$ cat src/rtl/aes_key_sched_ctrl_if.sv
// Handshake bundle between the AES key-schedule controller,
// the key source, KeyExpansion and the round datapath.
interface aes_key_sched_ctrl_if;
  logic [127:0]  i_Key;
  logic          i_fKeyValid;
  logic          o_fKeyReady;
  logic [127:0]  o_KE_Key;
  logic          o_KE_fIsFirst;
  logic          o_KE_fStart;
  logic [1407:0] i_KE_Key;
  logic          i_KE_fDone;
  logic          o_fSchedValid;
  logic          i_fRunReq;
  logic [127:0]  o_RoundKey;
  logic [3:0]    o_Round;
  logic          o_fRoundValid;
  logic          i_fRoundAck;
  logic          o_fRunDone;
  logic          o_fErr;

  modport master (
    output i_Key, i_fKeyValid,
    output i_KE_Key, i_KE_fDone,
    output i_fRunReq, i_fRoundAck,
    input  o_fKeyReady, o_KE_Key,
    input  o_KE_fIsFirst, o_KE_fStart,
    input  o_fSchedValid, o_RoundKey,
    input  o_Round, o_fRoundValid,
    input  o_fRunDone, o_fErr
  );

  modport slave (
    input  i_Key, i_fKeyValid,
    input  i_KE_Key, i_KE_fDone,
    input  i_fRunReq, i_fRoundAck,
    output o_fKeyReady, o_KE_Key,
    output o_KE_fIsFirst, o_KE_fStart,
    output o_fSchedValid, o_RoundKey,
    output o_Round, o_fRoundValid,
    output o_fRunDone, o_fErr
  );
endinterface

$ cat src/rtl/aes_key_sched_ctrl.sv
// AES key-schedule controller: loads a key, runs KeyExpansion,
// holds the schedule and serves round keys 0..10 on request.
module aes_key_sched_ctrl #(
  parameter int TIMEOUT = 64,
  parameter int TO_W    = 7
) (
  input logic                 Clk,
  input logic                 Rst,
  aes_key_sched_ctrl_if.slave bus
);

  typedef enum logic [2:0] {
    IDLE,
    KE_START,
    KE_WAIT,
    READY,
    RUN,
    ERR
  } state_t;

  localparam logic [TO_W-1:0] TO_LAST = TO_W'(TIMEOUT - 1);

  state_t          state;
  logic [1407:0]   sched;
  logic [TO_W-1:0] to_cnt;
  logic [127:0]    rk [11];
  logic            key_ready;
  logic            key_acc;
  logic            last_rnd;
  logic [3:0]      nxt_rnd;

  for (genvar r = 0; r < 11; r++) begin : g_rk
    assign rk[r] = sched[1407-128*r -: 128];
  end

  // Ready is masked during reset so every output reads 0 there.
  assign key_ready = Rst & ((state == IDLE) |
                            (state == READY) |
                            (state == ERR));
  assign key_acc   = bus.i_fKeyValid & key_ready;
  assign last_rnd  = bus.o_Round >= 4'd10;
  assign nxt_rnd   = bus.o_Round + 4'd1;

  assign bus.o_fKeyReady = key_ready;

  always_ff @(posedge Clk or negedge Rst) begin
    if (!Rst) begin
      state             <= IDLE;
      sched             <= '0;
      to_cnt            <= '0;
      bus.o_KE_Key      <= '0;
      bus.o_KE_fIsFirst <= 1'b0;
      bus.o_KE_fStart   <= 1'b0;
      bus.o_fSchedValid <= 1'b0;
      bus.o_RoundKey    <= '0;
      bus.o_Round       <= '0;
      bus.o_fRoundValid <= 1'b0;
      bus.o_fRunDone    <= 1'b0;
      bus.o_fErr        <= 1'b0;
    end else begin
      bus.o_KE_fIsFirst <= 1'b0;
      bus.o_KE_fStart   <= 1'b0;
      bus.o_fRunDone    <= 1'b0;
      unique case (state)
        IDLE, READY, ERR: begin
          if (key_acc) begin
            state             <= KE_START;
            bus.o_KE_Key      <= bus.i_Key;
            bus.o_fSchedValid <= 1'b0;
            bus.o_fErr        <= 1'b0;
            bus.o_KE_fIsFirst <= 1'b1;
            bus.o_KE_fStart   <= 1'b1;
          end else if (state == READY &&
                       bus.i_fRunReq) begin
            state             <= RUN;
            bus.o_Round       <= 4'd0;
            bus.o_RoundKey    <= rk[0];
            bus.o_fRoundValid <= 1'b1;
          end
        end
        KE_START: begin
          to_cnt <= '0;
          state  <= KE_WAIT;
        end
        KE_WAIT: begin
          to_cnt <= to_cnt + TO_W'(1);
          // Done wins over a same-cycle expiry.
          if (bus.i_KE_fDone) begin
            sched             <= bus.i_KE_Key;
            bus.o_fSchedValid <= 1'b1;
            state             <= READY;
          end else if (to_cnt == TO_LAST) begin
            bus.o_fErr <= 1'b1;
            state      <= ERR;
          end
        end
        RUN: begin
          if (bus.i_fRoundAck) begin
            // Out-of-range counts finish as round 10.
            if (last_rnd) begin
              bus.o_fRoundValid <= 1'b0;
              bus.o_fRunDone    <= 1'b1;
              state             <= READY;
            end else begin
              bus.o_Round    <= nxt_rnd;
              bus.o_RoundKey <= rk[nxt_rnd];
            end
          end
        end
        default: state <= IDLE;
      endcase
    end
  end

endmodule

$ cat src/flat_wrapper.sv
// flat-port wrapper written by rule: the top's interface ports become plain ports
module aes_key_sched_ctrl_flat 
#(
  parameter int TIMEOUT = 64,
  parameter int TO_W    = 7
)
  (Clk, Rst, bus_i_Key, bus_i_fKeyValid, bus_i_KE_Key, bus_i_KE_fDone, bus_i_fRunReq, bus_i_fRoundAck, bus_o_fKeyReady, bus_o_KE_Key, bus_o_KE_fIsFirst, bus_o_KE_fStart, bus_o_fSchedValid, bus_o_RoundKey, bus_o_Round, bus_o_fRoundValid, bus_o_fRunDone, bus_o_fErr);
  aes_key_sched_ctrl_if bus_i ();
  input logic Clk;
  input logic Rst;
  input wire logic [$bits(bus_i.i_Key)-1:0] bus_i_Key;
  input wire logic [$bits(bus_i.i_fKeyValid)-1:0] bus_i_fKeyValid;
  input wire logic [$bits(bus_i.i_KE_Key)-1:0] bus_i_KE_Key;
  input wire logic [$bits(bus_i.i_KE_fDone)-1:0] bus_i_KE_fDone;
  input wire logic [$bits(bus_i.i_fRunReq)-1:0] bus_i_fRunReq;
  input wire logic [$bits(bus_i.i_fRoundAck)-1:0] bus_i_fRoundAck;
  output wire logic [$bits(bus_i.o_fKeyReady)-1:0] bus_o_fKeyReady;
  output wire logic [$bits(bus_i.o_KE_Key)-1:0] bus_o_KE_Key;
  output wire logic [$bits(bus_i.o_KE_fIsFirst)-1:0] bus_o_KE_fIsFirst;
  output wire logic [$bits(bus_i.o_KE_fStart)-1:0] bus_o_KE_fStart;
  output wire logic [$bits(bus_i.o_fSchedValid)-1:0] bus_o_fSchedValid;
  output wire logic [$bits(bus_i.o_RoundKey)-1:0] bus_o_RoundKey;
  output wire logic [$bits(bus_i.o_Round)-1:0] bus_o_Round;
  output wire logic [$bits(bus_i.o_fRoundValid)-1:0] bus_o_fRoundValid;
  output wire logic [$bits(bus_i.o_fRunDone)-1:0] bus_o_fRunDone;
  output wire logic [$bits(bus_i.o_fErr)-1:0] bus_o_fErr;
  assign bus_i.i_Key = bus_i_Key;
  assign bus_i.i_fKeyValid = bus_i_fKeyValid;
  assign bus_i.i_KE_Key = bus_i_KE_Key;
  assign bus_i.i_KE_fDone = bus_i_KE_fDone;
  assign bus_i.i_fRunReq = bus_i_fRunReq;
  assign bus_i.i_fRoundAck = bus_i_fRoundAck;
  assign bus_o_fKeyReady = bus_i.o_fKeyReady;
  assign bus_o_KE_Key = bus_i.o_KE_Key;
  assign bus_o_KE_fIsFirst = bus_i.o_KE_fIsFirst;
  assign bus_o_KE_fStart = bus_i.o_KE_fStart;
  assign bus_o_fSchedValid = bus_i.o_fSchedValid;
  assign bus_o_RoundKey = bus_i.o_RoundKey;
  assign bus_o_Round = bus_i.o_Round;
  assign bus_o_fRoundValid = bus_i.o_fRoundValid;
  assign bus_o_fRunDone = bus_i.o_fRunDone;
  assign bus_o_fErr = bus_i.o_fErr;
  aes_key_sched_ctrl #(.TIMEOUT(TIMEOUT), .TO_W(TO_W)) u_core (.Clk(Clk), .Rst(Rst), .bus(bus_i));
endmodule
$ cat config.mk
export PLATFORM = sky130hd
export DESIGN_NAME = aes_key_sched_ctrl_flat
export DESIGN_NICKNAME = d
export VERILOG_FILES = /design/src/rtl/aes_key_sched_ctrl_if.sv /design/src/rtl/aes_key_sched_ctrl.sv /design/src/flat_wrapper.sv
export SDC_FILE = /design/constraint.sdc
export NUM_CORES = 2
export LEC_CHECK = 0
export CORE_AREA = 2 2 713 715
export DETAILED_ROUTE_END_ITERATION = 8
export DIE_AREA = 0 0 715 717
export PLACE_DENSITY_LB_ADDON = 0.08
export SETUP_SLACK_MARGIN = 0.2
export SKIP_CTS_REPAIR_TIMING = 1
export SLEW_MARGIN = 20
export SYNTH_ARGS = -nofsm -noshare
export SYNTH_HDL_FRONTEND = slang
export SYNTH_SLANG_ARGS = --single-unit
export TNS_END_PERCENT = 30
$ cat constraint.sdc
create_clock -name Clk -period 5.21 [get_ports Clk]
set_input_delay 1.3025 -clock Clk [delete_from_list [all_inputs] [get_ports Clk]]
set_output_delay 1.3025 -clock Clk [all_outputs]
set_load 0.05 [all_outputs]
After elaboration in Yosys (flattened, before gate mapping)
Cells that the tools add are included.
{"block": "word_totals", "register_bits": 1683, "in_bits": 1542, "out_inout_bits": 267, "word_cells": 87}
{"block": "classes", "addsub": 2, "magnitude_cmp": 2, "eq_ne": 17, "n_mux": 37, "bitwise_logic": 5, "n_reduce_logical": 13}
{"operator": "$mux 128", "n": 6}
{"operator": "$bmux 128 s4", "n": 1}
{"operator": "$pmux 128 s2", "n": 1}
{"operator": "$mux 3", "n": 6}
{"operator": "$mux 4", "n": 4}
{"operator": "$pmux 7 s2", "n": 1}
{"operator": "$mux 1", "n": 13}
{"operator": "$pmux 3 s4", "n": 1}
{"operator": "$ne 2x2->1 const B", "n": 5}
{"operator": "$reduce_and 5->1", "n": 2}
{"operator": "$ne 2x1->1 const B", "n": 4}
{"operator": "$pmux 4 s2", "n": 1}
{"operator": "$reduce_and 4->1", "n": 2}
{"operator": "$add 7x1->7 const B", "n": 1}
{"operator": "$eq 7x6->1 const B", "n": 1}
{"operator": "$eq 3x2->1 const B", "n": 2}
{"operator": "$eq 3x3->1 const B", "n": 2}
{"operator": "$pmux 1 s2", "n": 3}
{"operator": "$reduce_bool 2->1", "n": 3}
{"operator": "$ge 5x5->1 const B", "n": 1}
{"operator": "$not 4->5", "n": 1}
{"operator": "$add 4x1->4 const B", "n": 1}
{"operator": "$ge 4x4->1 const B", "n": 1}
{"operator": "$reduce_and 2->1", "n": 2}
{"operator": "9 further kinds", "n": 11}

Longest topological paths before layout
{"block": "depth", "depth_word": 8, "ltp_mapped": 12, "mapped_depth_nobuf": 6}

Least setup slack after synthesis
No wires, ideal clock.
{"block": "synth_path", "path_type": "input port to output port", "start": "input port Rst", "end": "output port bus_o_fKeyReady", "t_arrival_ps": 2010, "required_ps": 3908, "path_slack_ps": 1898, "stages": 1, "n_path_buf": 0, "cell_sequence": "nor2b_1"}
{"block": "synth_between", "elab_chain_cells": 1}
{"item": "from (decl)", "line_no": "flat_wrapper.sv:10", "rtl": "input logic Rst;"}
{"item": "$and 1x1->1", "line_no": "aes_key_sched_ctrl.sv:37", "rtl": "assign key_ready = Rst & ((state == IDLE) |"}
{"item": "to (decl)", "line_no": "flat_wrapper.sv:17", "rtl": "output wire logic [$bits(bus_i.o_fKeyReady)-1:0] bus_o_fKeyReady;"}
Every way passes these cells.

Worst setup path in the final report
{"block": "layout_path", "start": "register u_core.bus.o_Round[0]", "end": "output port bus_o_Round[0]"}
{"item": "from (decl)", "line_no": "aes_key_sched_ctrl_if.sv:39", "rtl": "output o_Round, o_fRoundValid,"}
{"item": "from (signal assigned)", "line_no": "aes_key_sched_ctrl.sv:105", "rtl": "bus.o_Round <= nxt_rnd;"}
{"item": "to (decl)", "line_no": "flat_wrapper.sv:23", "rtl": "output wire logic [$bits(bus_i.o_Round)-1:0] bus_o_Round;"}
No word-level cell between the ends.

==> out/qor.txt <==
Status = completed
Per-cell routed wire length = 27.94 um
Synthesized netlist net count = 9986
Inserted Clock Buffers = 235
Maximum number of pins on one net before global-route repair = 217
Height of the die = 717 um
Most numerous cell types in the synthesized netlist = nand2_1, dfrtp_1, clkbuf_1
Number of buffers on the longest clock path = 4
# fillers = 55.13k
CP Data Arrival Time = 3.13 ns
Post-detailed-placement half-perimeter wirelength = 357.2 mm
Max-capacitance violation count = 0
Share of Yosys cell area claimed by the top area cell type = 54.57%
Critical setup path kind = reg2out
Vias in the first global route = 72.85k
Number of placement rows = 261
Number of pins with negative max-slew slack in the final report = 0
Count of endpoints failing setup in the final report = 0
Cells after synthesis = 8441
Relative slew slack = 14.76%
Actual transition at the worst max-transition pin = 1.279 ns
Sink Count = 1683
Number of register bits inferred by synthesis = 1683
Chip width = 715 um
Largest area contributor in the synthesized netlist = dfrtp_1
Overall global routing resource usage = 17.89%
Clock tree root buffer cell = clkbuf_16
Share of cells above drive strength 1 = 9.293%
Global route overflow = 0
Register area share after synthesis = 54.57%
H-Tree Depth = 4
DRC errors left = 0
Fmax = 0.2257 GHz
Post-Syn Area = 77170 um^2
Final core utilization = 22.11%
Final GP Congestion = 0.8317
Fin Clk Skew = 0.03875 ns
Cell type group with the largest total delay on the critical path = buffers and inverters
Fraction of synthesis flops using an asynchronous set or reset pin = 100.0%
Dominant cells by area after synthesis = dfrtp_1, nand2_1, mux2i_1, mux4_2, clkbuf_1
Clock tree from TritonCTS = yes
Core outline area = 504500 um^2
Highest net fanout along the worst path = 33
Highest-delay cell along the critical path = clkdlybuf4s50_1
Clock transition time at the flip-flop clock pins of the worst setup and hold paths = 0.07 ns
Count of buffer and inverter cells on the critical path = 2
Number of routed nets with antenna violations = 0
Setup slack after placement = 0.8945 ns
Layout area overhead = 44.53%
Pwr dens = 644.0 nW/um^2
Number of enable flip-flop cells after synthesis = 0
Global-route wire length before repair = 641.1 mm
Setup ws final = 0.7793 ns
Nets = 11.59k
Maximum vdd ir drop = 0.0003532 V
Router iterations before antenna repair = 5
Startpoint kind of the worst setup timing path = flop
CP max stage delay = 0.97 ns
Ports = 1809
Number of hold violations in the final report = 0
Avg Cell Area, Syn = 9.143 um^2
Initial DRC count = 4285
Total negative slack for setup checks = 0 ns
CP Cell Sequence = buf_4, clkdlybuf4s50_1
Average vias per placed instance = 4.059
Final cell area excluding filler cells = 111500 um^2
Starting Density = 15.30%
Clock latency on the worst-skew pair = 0.95 ns
Share of the cycle needed by the critical path after routing = 85.04%
Number of warning messages in the yosys log = 0
Setup repair after global routing missed its margin = false
Floorplan die area = 512700 um^2
Yosys cell types = 52
Required time at the endpoint of the critical path = 3.91 ns
Most numerous cell in the Yosys netlist = nand2_1
Leakage power = 52.25 nW
Number of antenna violations at the first check in global routing = 203
Minimum clock period after layout = 4.431 ns
Predominant post-synthesis flop cell = dfrtp_1
WL final = 474.5 mm
Class of the most critical hold timing path = in2async
Routed vias = 68.94k
Buffers on Ports = 1808
Dpl cell area = 103400 um^2
Critical path capture point type = output pin
-- per-stage QoR --
step / power [mW] / hold WS, ns / std cells
6_report: 71.83 / 0.3096 / 16980
5_1_grt: 76.61 / 0.2162 / 16970
4_1_cts: 73.27 / 0.1815 / 16950
3_5_place_dp: 55.54 / 0.4590 / 16510
3_3_place_gp: 55.44 / 0.4530 / 16510
2_1_floorplan: 41.58 / 0.4405 / 8441
-- path summary, 6_finish.rpt --
path / depth (start not counted) / startpoint / slack, ns / end
min: 1 / Rst / 0.31 / u_core.rk[68]
max reg2reg: 9 / u_core.bus.o_Round[0] / 1.44 / u_core.bus.o_RoundKey[90]
max in group asynchronous: 4 / Rst / 2.36 / u_core.rk[920]
min in group Clk: 2 / u_core.rk[117] / 0.47 / u_core.rk[117]
max: 2 / u_core.bus.o_Round[0] / 0.78 / bus_o_Round[0]
min reg2reg: 2 / u_core.rk[117] / 0.47 / u_core.rk[117]
-- cells in the final DEF (no fill, tap or decap), types with 129 or more instances in the layout --
cell type / netlist / final
nand2_1: 4241 / 4241
clkdlybuf4s50_1: 0 / 1805
dfrtp_1: 1683 / 1682
mux2i_1: 385 / 385
a21oi_1: 262 / 262
nand3_1: 262 / 260
clkbuf_16: 0 / 237
a221oi_1: 160 / 160
nor3_1: 131 / 131
inv_1: 131 / 130
o2111ai_1: 130 / 130
mux2_2: 129 / 129
-- flip-flops by register name (all words and copies together), names as in the netlist --
register                  count
u_core.rk                  1408
u_core.bus.o_KE_Key         128
u_core.bus.o_RoundKey       128
u_core.to_cnt                 7
u_core.bus.o_Round            4
u_core.state                  3
u_core.bus.o_KE_fStart        1
u_core.bus.o_fErr             1
u_core.bus.o_fRoundValid      1
u_core.bus.o_fRunDone         1
u_core.bus.o_fSchedValid      1
-- final cells by class --
cell class / instances / area (um^2) / area share, %
Sequential cell: 1683 / 42120 / 37.76
Antenna cell: 34 / 85.08 / 0.07628
Multi-Input combinational cell: 5992 / 31970 / 28.66
Clock buffer: 357 / 7082 / 6.349
Timing Repair Buffer: 1998 / 20460 / 18.34
Inverter: 133 / 521.8 / 0.4678
Tap cell: 6706 / 8391 / 7.523
Clock inverter: 81 / 908.4 / 0.8144
-- routing by layer --
metal  global-route usage [%]  part of all wire [%]  up-vias
li1                         -                     -    31090
met1                    23.02                    43    35070
met2                    30.05                    48     2069
met3                    4.385                   6.1      672
met4                    4.219                   2.6       44
met5                        0                 0.056        -
-- logic make-up after synthesis --
| group | synth area share (%) |
|---|---|
| and+or+nand+nor | 23.39 |
| DFF | 54.57 |
| buffers and inverters | 4.149 |
| AOI/OAI and AO/OA | 7.184 |
| muxes | 10.61 |
| xor gates and xnor gates | 0.04540 |
| adders and majority gates | 0.04864 |
-- power breakdown --
group	leakage (nW)	switching, mW	internal (mW)	total (mW)
Sequential	20.8	4.28	19.3	23.6
Combinational	27.4	19.9	11.4	31.3
Clock	3.97	6.96	10.1	17.0
Power figures use the tool's default switching activity.
